File: src/rtl/divider_unit.sv
// divider_unit: iterative 32-bit divider for RISC-V DIV/DIVU/REM/REMU.
//
// Unsigned restoring division runs on operand magnitudes, one quotient bit
// per cycle. The signs are applied once the 32 steps are done. A request is
// accepted in IDLE and iterates in CALC. The result is then presented for
// exactly one cycle in DONE, with ready high.
//
// Optional build macro: DIV_FAST_ZERO_EN
//   When defined, a divide-by-zero request skips the 32-step loop. The
//   accepting edge preloads the final divide-by-zero datapath values, so
//   ready rises after the first edge following acceptance. The results are
//   identical with and without the macro.
`timescale 1ns/1ps

module divider_unit (
    input  logic        clk,
    input  logic        resetn,
    input  logic [31:0] dividend,
    input  logic [31:0] divisor,
    input  logic [1:0]  DIVop,
    input  logic        valid,
    output logic [31:0] divOrRemRslt,
    output logic        ready
);

    // DIVop encoding: bit 1 selects remainder, bit 0 selects unsigned.
    //   DIV=0, DIVU=1, REM=2, REMU=3
    localparam logic [5:0] LastStep = 6'd32;

    typedef enum logic [1:0] {
        IDLE = 2'd0,
        CALC = 2'd1,
        DONE = 2'd2
    } state_t;

    state_t      state_q;
    logic [1:0]  op_q;        // captured DIVop
    logic [31:0] rem_q;       // partial remainder
    logic [31:0] quo_q;       // dividend shifting out / quotient shifting in
    logic [31:0] dvsr_q;      // divisor magnitude
    logic        neg_quo_q;   // raw sign difference, divisor non-zero
    logic        neg_rem_q;   // raw dividend sign
    logic [5:0]  cnt_q;       // completed steps
    logic        ready_q;
    logic [31:0] result_q;

    // Operand decode at acceptance: signedness, magnitudes, zero divisor.
    logic        op_signed;
    logic        dvd_neg;
    logic        dvs_neg;
    logic        dvs_zero;
    logic [31:0] dvd_abs;
    logic [31:0] dvs_abs;

    always_comb begin
        op_signed = ~DIVop[0];
        dvd_neg   = op_signed & dividend[31];
        dvs_neg   = op_signed & divisor[31];
        dvs_zero  = (divisor == 32'd0);
        // The magnitude of 0x80000000 stays 0x80000000, which is correct as an unsigned value.
        dvd_abs   = dvd_neg ? (~dividend + 32'd1) : dividend;
        dvs_abs   = dvs_neg ? (~divisor + 32'd1) : divisor;
    end

    // One restoring step: shift {rem,quo} left, then subtract if rem >= divisor.
    logic [32:0] rem_shift;
    logic [31:0] rem_diff;
    logic        step_ge;
    logic [31:0] rem_step;
    logic [31:0] quo_step;

    always_comb begin
        rem_shift = {rem_q, quo_q[31]};
        step_ge   = (rem_shift >= {1'b0, dvsr_q});
        // The true difference fits in 32 bits whenever step_ge is set.
        rem_diff  = rem_shift[31:0] - dvsr_q;
        rem_step  = step_ge ? rem_diff : rem_shift[31:0];
        quo_step  = {quo_q[30:0], step_ge};
    end

    // Sign fix-up of the finished magnitudes, then quotient/remainder select.
    // Divide-by-zero needs no special case here: the loop leaves quo=all ones
    // and rem=|dividend|, and the remainder sign fix restores the dividend.
    logic        apply_neg_quo;
    logic        apply_neg_rem;
    logic [31:0] quo_fix;
    logic [31:0] rem_fix;
    logic [31:0] final_rslt;

    always_comb begin
        apply_neg_quo = ~op_q[0] & neg_quo_q;
        apply_neg_rem = ~op_q[0] & neg_rem_q;
        quo_fix       = apply_neg_quo ? (~quo_q + 32'd1) : quo_q;
        rem_fix       = apply_neg_rem ? (~rem_q + 32'd1) : rem_q;
        final_rslt    = op_q[1] ? rem_fix : quo_fix;
    end

    // Control FSM with datapath and registered outputs.
    always_ff @(posedge clk or negedge resetn) begin
        if (!resetn) begin
            state_q   <= IDLE;
            op_q      <= 2'd0;
            rem_q     <= 32'd0;
            quo_q     <= 32'd0;
            dvsr_q    <= 32'd0;
            neg_quo_q <= 1'b0;
            neg_rem_q <= 1'b0;
            cnt_q     <= 6'd0;
            ready_q   <= 1'b0;
            result_q  <= 32'd0;
        end else begin
            case (state_q)
                IDLE: begin
                    ready_q <= 1'b0;
                    if (valid) begin
                        op_q      <= DIVop;
                        dvsr_q    <= dvs_abs;
                        neg_quo_q <= (dividend[31] ^ divisor[31]) & ~dvs_zero;
                        neg_rem_q <= dividend[31];
`ifdef DIV_FAST_ZERO_EN
                        if (dvs_zero) begin
                            // Preload the state the loop would reach after 32 steps.
                            rem_q <= dvd_abs;
                            quo_q <= 32'hFFFF_FFFF;
                            cnt_q <= LastStep;
                        end else begin
                            rem_q <= 32'd0;
                            quo_q <= dvd_abs;
                            cnt_q <= 6'd0;
                        end
`else
                        rem_q <= 32'd0;
                        quo_q <= dvd_abs;
                        cnt_q <= 6'd0;
`endif
                        state_q <= CALC;
                    end
                end

                CALC: begin
                    ready_q <= 1'b0;
                    if (!valid) begin
                        // The controller withdrew the request. Abort without a result.
                        state_q <= IDLE;
                    end else if (cnt_q == LastStep) begin
                        result_q <= final_rslt;
                        ready_q  <= 1'b1;
                        state_q  <= DONE;
                    end else begin
                        rem_q <= rem_step;
                        quo_q <= quo_step;
                        cnt_q <= cnt_q + 6'd1;
                    end
                end

                DONE: begin
                    ready_q <= 1'b0;
                    state_q <= IDLE;
                end

                default: begin
                    ready_q <= 1'b0;
                    state_q <= IDLE;
                end
            endcase
        end
    end

    assign ready        = ready_q;
    assign divOrRemRslt = result_q;

endmodule
File: config.mk
export PLATFORM = sky130hd
export DESIGN_NAME = divider_unit
export DESIGN_NICKNAME = d
export VERILOG_FILES = /design/src/rtl/divider_unit.sv
export SDC_FILE = /design/constraint.sdc
export NUM_CORES = 1
export LEC_CHECK = 0
export ABC_AREA = 1
export BUFFER_PORTS_ARGS = -buffer_cell sky130_fd_sc_hd__buf_2
export CAP_MARGIN = 25
export CORE_MARGIN = 1
export CORE_UTILIZATION = 60
export CTS_CLUSTER_DIAMETER = 60
export DETAILED_ROUTE_END_ITERATION = 8
export GPL_TIMING_DRIVEN = 0
export PLACE_DENSITY = 0.89
export SLEW_MARGIN = 20
export SYNTH_ARGS = -nofsm -noshare
export SYNTH_HDL_FRONTEND = slang
export SYNTH_SLANG_ARGS = --single-unit
File: constraint.sdc
create_clock -name clk -period 2.8 [get_ports clk]
set_clock_uncertainty 0.1 [all_clocks]
set_input_delay 0.28 -clock clk [delete_from_list [all_inputs] [get_ports clk]]
set_output_delay 0.28 -clock clk [all_outputs]
set_load 0.01 [all_outputs]
* Word level (Yosys, flattened, before mapping)
Index checks and enable logic that the tools add are counted.
Widths: inputs -> output; s select.
** Storage, ports and cells
- Register bits after elaboration :: 141
- Bits of input ports :: 69
- Output and inout port bits :: 33
- Logic and storage cells :: 68
** Operators by class
- Add/subtract/negate cells :: 6
- $lt $le $gt $ge :: 1
- Equality and inequality tests :: 6
- Multiplexer cells :: 25
- Bitwise logic cells :: 13
- Reduce and logical (&&, ||, !) cells :: 7
** Operators by type and width (count)
- $mux 32 :: 12
- $add 32x1->32 const B :: 4
- $not 32->32 :: 4
- $pmux 32 s2 :: 2
- $ge 33x32->1 :: 1
- $logic_not 32->1 :: 1
- $sub 32x32->32 :: 1
- $mux 6 :: 3
- $pmux 6 s2 :: 1
- $add 6x1->6 const B :: 1
- $eq 6x6->1 const B :: 1
- $mux 2 :: 3
- $ne 2x2->1 const B :: 3
- $and 1x1->1 :: 5
- $pmux 2 s2 :: 1
- $reduce_and 2->1 :: 2
- $reduce_and 4->1 :: 1
- $mux 1 :: 3
- $ne 3x3->1 const B :: 1
- $not 1->1 :: 3
- $reduce_and 3->1 :: 1
- $eq 2x1->1 const B :: 1
- $logic_not 2->1 :: 1
- $reduce_bool 2->1 :: 1
- $xor 1x1->1 :: 1

* Logic depth before layout (Yosys ltp)
Gate-level depths: netlist of the first run.
- Depth after elaboration :: 5
- Depth in mapped cells :: 17
- Gate-level depth less buffers :: 16

* Least setup slack after synthesis of the first run
Ideal clock, no wire load.
- Path kind :: register to register
- From :: reg quo_q[31]
- To :: reg rem_q[16]
- Setup time :: 0.117 ns
- Arrival time :: 1.877 ns
- Data required time :: 2.583 ns
- Setup slack :: 0.705 ns
- Cell stages (with the launch flop) :: 14
- Clock period less this slack :: 2.095 ns
- Cells stage by stage :: dfrtp_1 inv_1 ha_1 inv_1 fa_1 nand3_1 nand3_1 nand2_1 nand2_1 a21oi_1 xor2_1 nand2_1 nand3_1 nand2_1
** Between the ends
- Word-level cells in the longest chain between the ends :: 5
- Elaborated cells between the ends (all ways) :: 6
** RTL lines
- start, declared :: line 39 : logic [31:0] quo_q;
- start signal, assigned :: line 133 : quo_q <= dvd_abs;
- start signal, assigned :: line 151 : quo_q <= quo_step;
- $sub 32x32->32 or $ge 33x32->1 (tied branches) :: line 76, 74
- $mux 32 (*) :: line 77 : rem_step = step_ge ? rem_diff : rem_shift[31:0];
- $mux 32 (*) :: line 145 : end else if (cnt_q == LastStep) begin
- $mux 32 (*) :: line 142 : if (!valid) begin
- $pmux 32 s2 (*) :: line 112 : case (state_q)
- end signal, assigned :: line 150 : rem_q <= rem_step;
- end, declared :: line 38 : logic [31:0] rem_q;
Mark *: on every way between the ends. The rest lies on a longest branch, timed or not. The select of a mux whose other input is x is not followed.
A chain may end at the register's enable or synchronous reset.

* Final worst setup path of the first run
- From :: reg rem_q[20]
- To :: reg rem_q[26]
** Between the ends
- Word-level cells in the longest chain between the ends :: 5
- Elaborated cells between the ends (all ways) :: 6
** RTL lines (line)
- $sub 32x32->32 or $ge 33x32->1 (tied branches) :: 76, 74
- $mux 32 (*) :: 77
- $mux 32 (*) :: 145
- $mux 32 (*) :: 142
- $pmux 32 s2 (*) :: 112
Marks and branches as above.

==> run summary, run 1 <==
The run gives 43 as the distinct cell type count after synthesis. The run gives 2 as the buffer depth of the longest clock path. The routed via count divided by cell count works out to 5.83.

The core area was 20500 sq um; the total power density per cell area was 888 nW/um^2. Setup repair after global routing left no endpoint under its margin. The sum of internal, switching and leakage power came out at 12.6 mW. For the number of global-route vias before repair, the log shows 13500.

After routing the design area is 14200 sq um. After the first detailed-routing iteration, the DRC count stood at 1698. The final critical path takes up 96.5% of the cycle. For the antenna diode count, the log shows 0. TritonCTS built the clock tree. Entering global routing, the biggest net connects 103 pins.

The worst path in the final design needs a cycle of 2700 ps, including I/O delays and setup. For the post-synthesis instance area, the log shows 12700 sq um. The total overflow reported by the global router is 0, and the post-detailed-route count of antenna-violating nets is 0. For this run, the slowest stage of the critical path takes 560 ps. Worst-path maximum fanout: 10. The type of the tightest min-delay check was input pin to flip-flop. Leaving out fill and tap cells, the most frequent cells in the layout are sky130_fd_sc_hd__nand2_1, sky130_fd_sc_hd__inv_1, sky130_fd_sc_hd__nand3_1, sky130_fd_sc_hd__nor2_1, sky130_fd_sc_hd__dfrtp_1. The net count of the finished layout is 2348. The layout-stage area growth over the synthesis result was 11.5%. Most common library cell in the layout ignoring fill and taps: sky130_fd_sc_hd__nand2_1. Buffers placed on the I/O ports in this run total 101. For the count of placed standard cells in the final layout, fillers left out, the log shows 2523.

After technology mapping, the gate count stands at 2117. The signal on the critical path passes through ha_1 -> nand2_1 -> nor2_4 -> nand2_2 -> nor2_1 -> nand3_1 -> nand2_2 -> nor2_4 -> nand2_4 -> buf_6 -> nand3_1 -> nand2_1 -> nand2_1. Across all hold checks on the routed design, the worst slack comes to 43.5 ps. The first global-routing pass estimated 71100 microns of wire. The clock latency of the later-clocked register in the worst-skew pair is 440 ps.

Broken down by cell family, the worst path's largest delay share belongs to simple AND/OR/NAND/NOR gates. In this run the vertical extent of the chip is 147 microns. In this run the tightest slew margin relative to its limit is 53.2%. The run gives 0 as the number of max-cap violations. The cell total after placement was 2489; the count of clock tree sinks was 141. Routability-driven placement finished with a final weighted congestion of 1.02. The final standard cell utilization of the core was 69.1%; the required time of the worst setup path was 3030 ps. The library cell with the largest summed area after synthesis was sky130_fd_sc_hd__dfrtp_1.

The slowest stage of the critical path belongs to the cell sky130_fd_sc_hd__dfrtp_1. Setup violations remaining at the end of the flow were counted as 0. Dividing the detail-routed wire length by the instance count gives 17.7 microns. The final hold violation count is 0, and the post-place setup slack is 48.8 ps.

Total stage count of the critical path: 13. The critical path's most frequent cell was sky130_fd_sc_hd__nand2_1. The worst-margin pin slew was 702 ps. 102 I/O pins were placed. The layout has 1904 filler cells. For the worst setup path, the data arrival time is 2930 ps. The buffer type at the clock tree root is sky130_fd_sc_hd__clkbuf_16. The synthesized design contains 141 register bits.

The horizontal extent of the die was 147 microns. The H-tree was split into 4 levels. The via total after detailed routing was 14700.

The worst setup path is launched from a flip-flop. The post-route netlist has 9.68% of its cells at a drive strength greater than 1. The total die area was 21800 sq um; the fraction of synthesis flops using an asynchronous set or reset pin was 100%. The worst setup path is captured at a flip-flop. The number of nets in the synthesized netlist was 2225; the leakage dissipation was 7.66 nW.

The fmax is 370 MHz. The worst setup path is of the flip-flop to flip-flop kind. The first-pass detailed-route iteration total was 6; the final sum of negative setup slack was 0 ps. The number of buffers added by the clock tree synthesis step came out at 17.

The number of buffers and inverters on the critical path was 1. After detailed routing, the number of remaining DRC violations is 0. For the HPWL after detailed placement, the log shows 35800 microns.

The flow ran to the end, and the final reports show no timing, DRC or antenna violations. Ranked by total cell area, the synthesized netlist is headed by sky130_fd_sc_hd__dfrtp_1, sky130_fd_sc_hd__nand2_1, sky130_fd_sc_hd__nand3_1. The number of antenna violations at the first check in global routing came out at 0. The initial utilization of the core area, before any placement, comes to 62.0%.

The routed design has 44600 microns of wire. The dominant synthesized flop cell is sky130_fd_sc_hd__dfrtp_1. Yosys printed 0 warnings. The top cell type by area accounts for 27.8% of the synthesized area. After synthesis, the mean cell area works out to 6.00 sq um. Sequential elements use 27.8% of the synthesized area.

Once placement finished, the instance area stood at 13600 sq um. The number of enable-type register cells in the synthesized netlist came out at 0. The logs give 0 for the count of pins over their slew limit and 473 uV for the worst ir drop on vdd.

The worst path meets setup with 99.2 ps of slack. In the global route stage, overall resource usage came out at 42.1%. For the number of rows in the core area, the log shows 52.

Measured in cells, the most critical reg-to-reg path has a length of 13. The worst hold path passes through 3 cells. The post-CTS clock slew at the launch and capture registers of the worst setup and hold paths was 70 ps.
[sequential cells by signal, summed over array words and instances, names as in the netlist]
register and cells:
op_q 2, state_q 2, dvsr_q 32, neg_rem_q 1, cnt_q 6, rem_q 32, divOrRemRslt 32, ready 1
quo_q 32, neg_quo_q 1
[tightest hold or removal path, stage by stage]
cell and delay [ps]:
sky130_fd_sc_hd__buf_2 120, sky130_fd_sc_hd__nand2_1 100, sky130_fd_sc_hd__nor2_1 50
[synth_stat cells (6+ instances only)]
library cell,number
sky130_fd_sc_hd__inv_1,298
sky130_fd_sc_hd__clkbuf_1,28
sky130_fd_sc_hd__nand2_1,678
sky130_fd_sc_hd__a21oi_1,75
sky130_fd_sc_hd__nand2_2,14
sky130_fd_sc_hd__nor2_1,206
sky130_fd_sc_hd__dfrtp_1,141
sky130_fd_sc_hd__o21ai_1,18
sky130_fd_sc_hd__nand3b_1,6
sky130_fd_sc_hd__nor2_4,7
sky130_fd_sc_hd__ha_1,38
sky130_fd_sc_hd__xor2_1,33
sky130_fd_sc_hd__nor2_2,10
sky130_fd_sc_hd__nor3_1,26
sky130_fd_sc_hd__buf_2,27
sky130_fd_sc_hd__a31oi_1,18
sky130_fd_sc_hd__xnor2_1,19
sky130_fd_sc_hd__nand3_1,243
sky130_fd_sc_hd__o21ai_0,136
sky130_fd_sc_hd__o211ai_1,12
sky130_fd_sc_hd__nand4_1,34
[metal layers]
layer / wire length [microns] / track usage [%] / up-vias
met5: 0 / 0 / -
met4: 1470 / 15.4 / 0
met3: 4540 / 6.88 / 121
met2: 19400 / 64.8 / 838
met1: 19200 / 59.6 / 6753
li1: - / - / 7009
[kinds of logic after synthesis]
group	Yosys count	synth area share, %
compound gates	268	11.2
xor+xnor	52	3.59
fa+ha+maj	39	3.90
buf+inv	370	11.5
flops	141	27.8
simple gates	1247	42.0
[report_power, final]
part / leakage (nW) / total [mW] / switching, mW / internal, mW
registers: 1.82 / 3.03 / 0.646 / 2.38
logic: 5.58 / 7.36 / 4.98 / 2.38
clock network: 0.263 / 2.19 / 1.03 / 1.16
total: 7.66 / 12.6 / 6.65 / 5.93
[what timing repair did]
item                                    CTS  global route
gates resized for setup                   0             4
hold endpoints to repair                 40             0
hold buffers                              2             0
setup buffers                             0             0
endpoints found under the setup margin    0            11
[path summary, 6_finish.rpt]
check | from | endpoint | slack [ps]
max | rem_q[20] | rem_q[26] | 100
min in group asynchronous | resetn | dvsr_q[16] | 230
max in group asynchronous | resetn | divOrRemRslt[29] | 1540
max reg2reg | rem_q[20] | rem_q[26] | 100
min | valid | state_q[1] | 40
min reg2reg | divOrRemRslt[20] | divOrRemRslt[20] | 380
[final cells by class]
class                   instances  area (sq um)  area share (%)
plain buffers                  63           312            2.20
clock buffers                  18           429            3.03
clock inverters                14           125           0.884
inverters                     307          1150            8.16
multi-input cells            1606          7710            54.4
flip-flops and latches        141          3530            24.9
well taps                     270           338            2.39
repair buffers                104           563            3.98
Note: power is estimated with default switching activity, not from simulation.
==> run 2: changes to the inputs <==
ABC_AREA = not set   (was 1)
PLACE_DENSITY = 0.9   (was 0.89)
==> run 2 against run 1 <==
Net effect:
- synthesized cell count decreased by 39%
- flip-flop and latch count unchanged
- die area fell by 19%
- sequential share of layout area up 2.9 points
- the flow now finishes with violations (setup timing)
- critical endpoint is now rem_q[24]
- maximum frequency is 13% lower
- highest routed layer is now met5
- global-route usage is 4.3 points lower
==> run summary, run 2 <==
Post-place setup slack: -712 ps. The checks that failed: setup timing. The total area inside the core boundary comes to 16700 sq um. In this run the core area contains 47 standard-cell rows. For this run, asynchronously set or reset flops after synthesis account for 100%. For the gate count after technology mapping, the log shows 1297. Based on the critical path, the design can be clocked at up to 324 MHz. The first global-routing pass estimated 53000 microns of wire. The net load switching power is 6.22 mW. Layout-stage area growth over the synthesis result: 24.1%.

After routing the design area is 12800 sq um. The sequential cell area fraction in the yosys report is 34.2%, and the count of nets after finishing is 1569. Once the floorplan was initialized, standard cells occupied 61.8% of the core. The layout has 1065 filler cells.

By area the synthesized netlist is led by sky130_fd_sc_hd__dfrtp_1, sky130_fd_sc_hd__o21ai_0, sky130_fd_sc_hd__xnor2_1. At the end of the flow the core is filled with cells to 76.6%. The dominant synthesized flop cell was sky130_fd_sc_hd__dfrtp_1.

The flow ran to the end, but the final reports show violations. VDD sags by at most 762 uV. The critical path is of the flip-flop to flip-flop type. In this run, CTS created clock tree buffers numbering 17. The library cell used most frequently in the layout, excluding fill and tap cells, is sky130_fd_sc_hd__nand2_1. The repair_antennas step left the layout with diodes totalling 0. Internal power comes to 7.07 mW.

The share of post-route cells with drive strength above 1 was 21.4%. The buffer type at the clock tree root was sky130_fd_sc_hd__clkbuf_16. The congestion estimate from routability-driven global placement came to 0.950. The routed via count divided by cell count was 6.77; the average cell area after synthesis was 7.95 sq um.

The die is 133 microns wide. The synthesized netlist contains 61 unique library cells. The logic gate share of total power came out at 56.0%. At the pin with the least slew margin, the transition time is 739 ps. Setup violations remaining at the end of the flow were counted as 30. The tools report the number of global-route vias before repair as 10500.

STA classifies the critical path endpoint as a flip-flop. The total power density per cell area is 1040 nW/um^2, and the count of clock tree sinks is 141. The number of cells on the worst hold path was 3.

The number of nets handed over by synthesis was 1405. The final worst setup slack was -288 ps. The run gives 102 as the number of placed I/O pins.

For the worst flop-to-flop path, the logic depth is 10. The worst-path maximum fanout was 6. In this run the vertical extent of the chip is 133 microns. Overall power consumption after layout is estimated at 13.3 mW. Number of synthesized register bits: 141. After routing, the total negative slack on setup checks comes to -2000 ps. Area share of the leading cell type in the synthesized netlist: 34.2%.

For the global-route met2 utilization, the log shows 61.5%. Registers are responsible for 28.1% of the overall power. During synthesis, Yosys emitted a total of 0 warnings. The clock group share of total power was 15.9%; the total overflow reported by the global router was 0. The tool flagged a number of max-cap violations equal to 0. By count the netlist is led by sky130_fd_sc_hd__o21ai_0, sky130_fd_sc_hd__nand2_1, sky130_fd_sc_hd__dfrtp_1. TritonCTS built the clock tree.

The first TritonRoute pass finished after 7 iterations. The worst path needs 3090 ps of the cycle, external delays included. The cell total after placement is 1619. The layer with the highest usage after global routing is met2. The leakage dissipation came out at 5.44 nW.

The number of buffers inserted by port buffering is 101. For the data arrival time of the critical path, the log shows 3300 ps. The final hold violation count was 0.

Dividing the detail-routed wire length by the instance count gives 21.0 microns. Setup repair after global routing could not meet its margin everywhere. For this run, design rule violations remaining after detail routing come to 0. The run gives 50.7% as the headroom to the max-slew limit.

For the number of violations reported at the end of detailed-routing iteration 0, the log shows 1779. In the finished design, the share of the clock period the worst path needs comes to 110%. Global routing used 47.9% of the available met1 tracks. Area taken by multi-input logic gates: 7030 sq um. Global routing used 37.8% of the available tracks. The run gives 440 ps as the clock latency of the later-clocked register in the worst-skew pair. The finished layout holds 1694 standard cells, fillers aside.

Entering global routing, the biggest net connects 73 pins. The count of pins over their slew limit is 0. Detailed placement ended at an HPWL of 23200 microns. The post-detailed-route count of antenna-violating nets came out at 0. The total length of routed wires came out at 35600 microns.

The element type at the critical path start was a flip-flop. Detailed routing inserted a total of 11500 vias. The deepest level of the CTS H-tree came out at 4.

The tightest min-delay check is of the input pin to flip-flop type. Switching power as a share of total power: 46.8%. The met3 track demand over resource is 10.1%, and the buffer depth of the longest clock path is 2.

After synthesis the cells add up to 10300 sq um. The total die area is 17700 sq um, and the number of enable-type register cells in the synthesized netlist is 0. The cell area reported after detailed placement is 11100 sq um.

Most instantiated library cell after synthesis: sky130_fd_sc_hd__o21ai_0. For the number of antenna violations at the first check in global routing, the log shows 1. In the final layout, flip-flops and latches occupy 3560 sq um. The post-CTS clock slew at the launch and capture registers of the worst setup and hold paths is 60 ps.

Hold is met by 37.2 ps. Leaving out fill and tap cells, the most frequent cells in the layout are sky130_fd_sc_hd__nand2_1, sky130_fd_sc_hd__o21ai_0, sky130_fd_sc_hd__a21oi_1, sky130_fd_sc_hd__dfrtp_1, sky130_fd_sc_hd__nor2_1. The largest total area in the synthesized netlist belongs to sky130_fd_sc_hd__dfrtp_1.

The run gives 3010 ps as the required time of the worst setup path.
==> run 2: cell count changes in the layout (fill, tap and decap cells not counted), sizes merged, moves of 17 or more <==
cell    previous run  this run
nand3            246        20
nor2             223       110
inv              311        65
xor2              33        57
clkbuf            46        72
o31ai              0        17
nand2            695       153
xnor2             19        82
a21oi             76       133
nand4             34         6
mux2i              0        24
o22ai              2        29
==> run 2: power by group through the flow <==
| stage | sequential, mW | combinational (mW) | clock [mW] |
|---|---|---|---|
| final | 3.74 | 7.44 | 2.12 |
| after detailed placement | 3.59 | 5.76 | 0 |
| after global placement | 3.56 | 5.58 | 0 |
| after floorplan | 3.39 | 4.20 | 0 |
| after CTS | 3.60 | 6.30 | 2.10 |
| after global routing | 3.77 | 7.94 | 2.20 |
==> run 2: area by class of cell <==
| class | count | area share (%) |
|---|---|---|
| Buffer | 56 | 2.00 |
| Clock buffer | 22 | 3.71 |
| Inverter | 65 | 1.94 |
| Clock inverter | 10 | 0.508 |
| Tap cell | 220 | 2.15 |
| Timing Repair Buffer | 147 | 6.95 |
| Sequential cell | 141 | 27.8 |
| Multi-Input combinational cell | 1033 | 54.9 |
==> run 2: routing by layer <==
layer,vias up,part of all wire [%]
li1,4925,-
met1,5336,36
met2,951,46
met3,261,12
met4,2,5.5
met5,-,0.028
==> run 2: logic make-up (layout without fill, tap and decap cells) <==
kind of cell	Yosys count	after routing	share of synthesized area, %
buffers and inverters	123	300	4.50
AOI/OAI and AO/OA	414	414	23.2
muxes	27	27	2.66
xor gates and xnor gates	139	139	11.8
adders and majority gates	39	39	4.80
DFF	141	141	34.2
and+or+nand+nor	414	414	18.8
==> run 2: worst max-delay path, stage by stage, from the launching register on <==
cell	delay, ps
sky130_fd_sc_hd__dfrtp_2	470
sky130_fd_sc_hd__ha_4	290
sky130_fd_sc_hd__a2111oi_0	530
sky130_fd_sc_hd__o21ai_1	230
sky130_fd_sc_hd__nand2_1	160
sky130_fd_sc_hd__o21a_4	190
sky130_fd_sc_hd__nor2_4	40
sky130_fd_sc_hd__or3_4	380
sky130_fd_sc_hd__a21oi_2	150
sky130_fd_sc_hd__xnor2_1	90
sky130_fd_sc_hd__a221o_1	330
==> run 2: final timing paths <==
path,slack (ps),from,endpoint
worst max-delay path,-290,rem_q[6],rem_q[24]
worst min-delay path,40,divisor[1],dvsr_q[1]
worst max register to register,-290,rem_q[6],rem_q[24]
worst min register to register,370,divOrRemRslt[14],divOrRemRslt[14]
max in group asynchronous,1500,resetn,state_q[0]
min in group asynchronous,300,resetn,dvsr_q[10]
==> run 2: timing repair <==
action                                  in CTS  in global routing
hold buffers                                 2                  0
setup buffers                                9                 33
pin swaps                                    8                 47
endpoints found under the setup margin      70                 69
resized for setup                           74                114
cloned                                       1                  0
endpoints found under the hold margin       70                  0
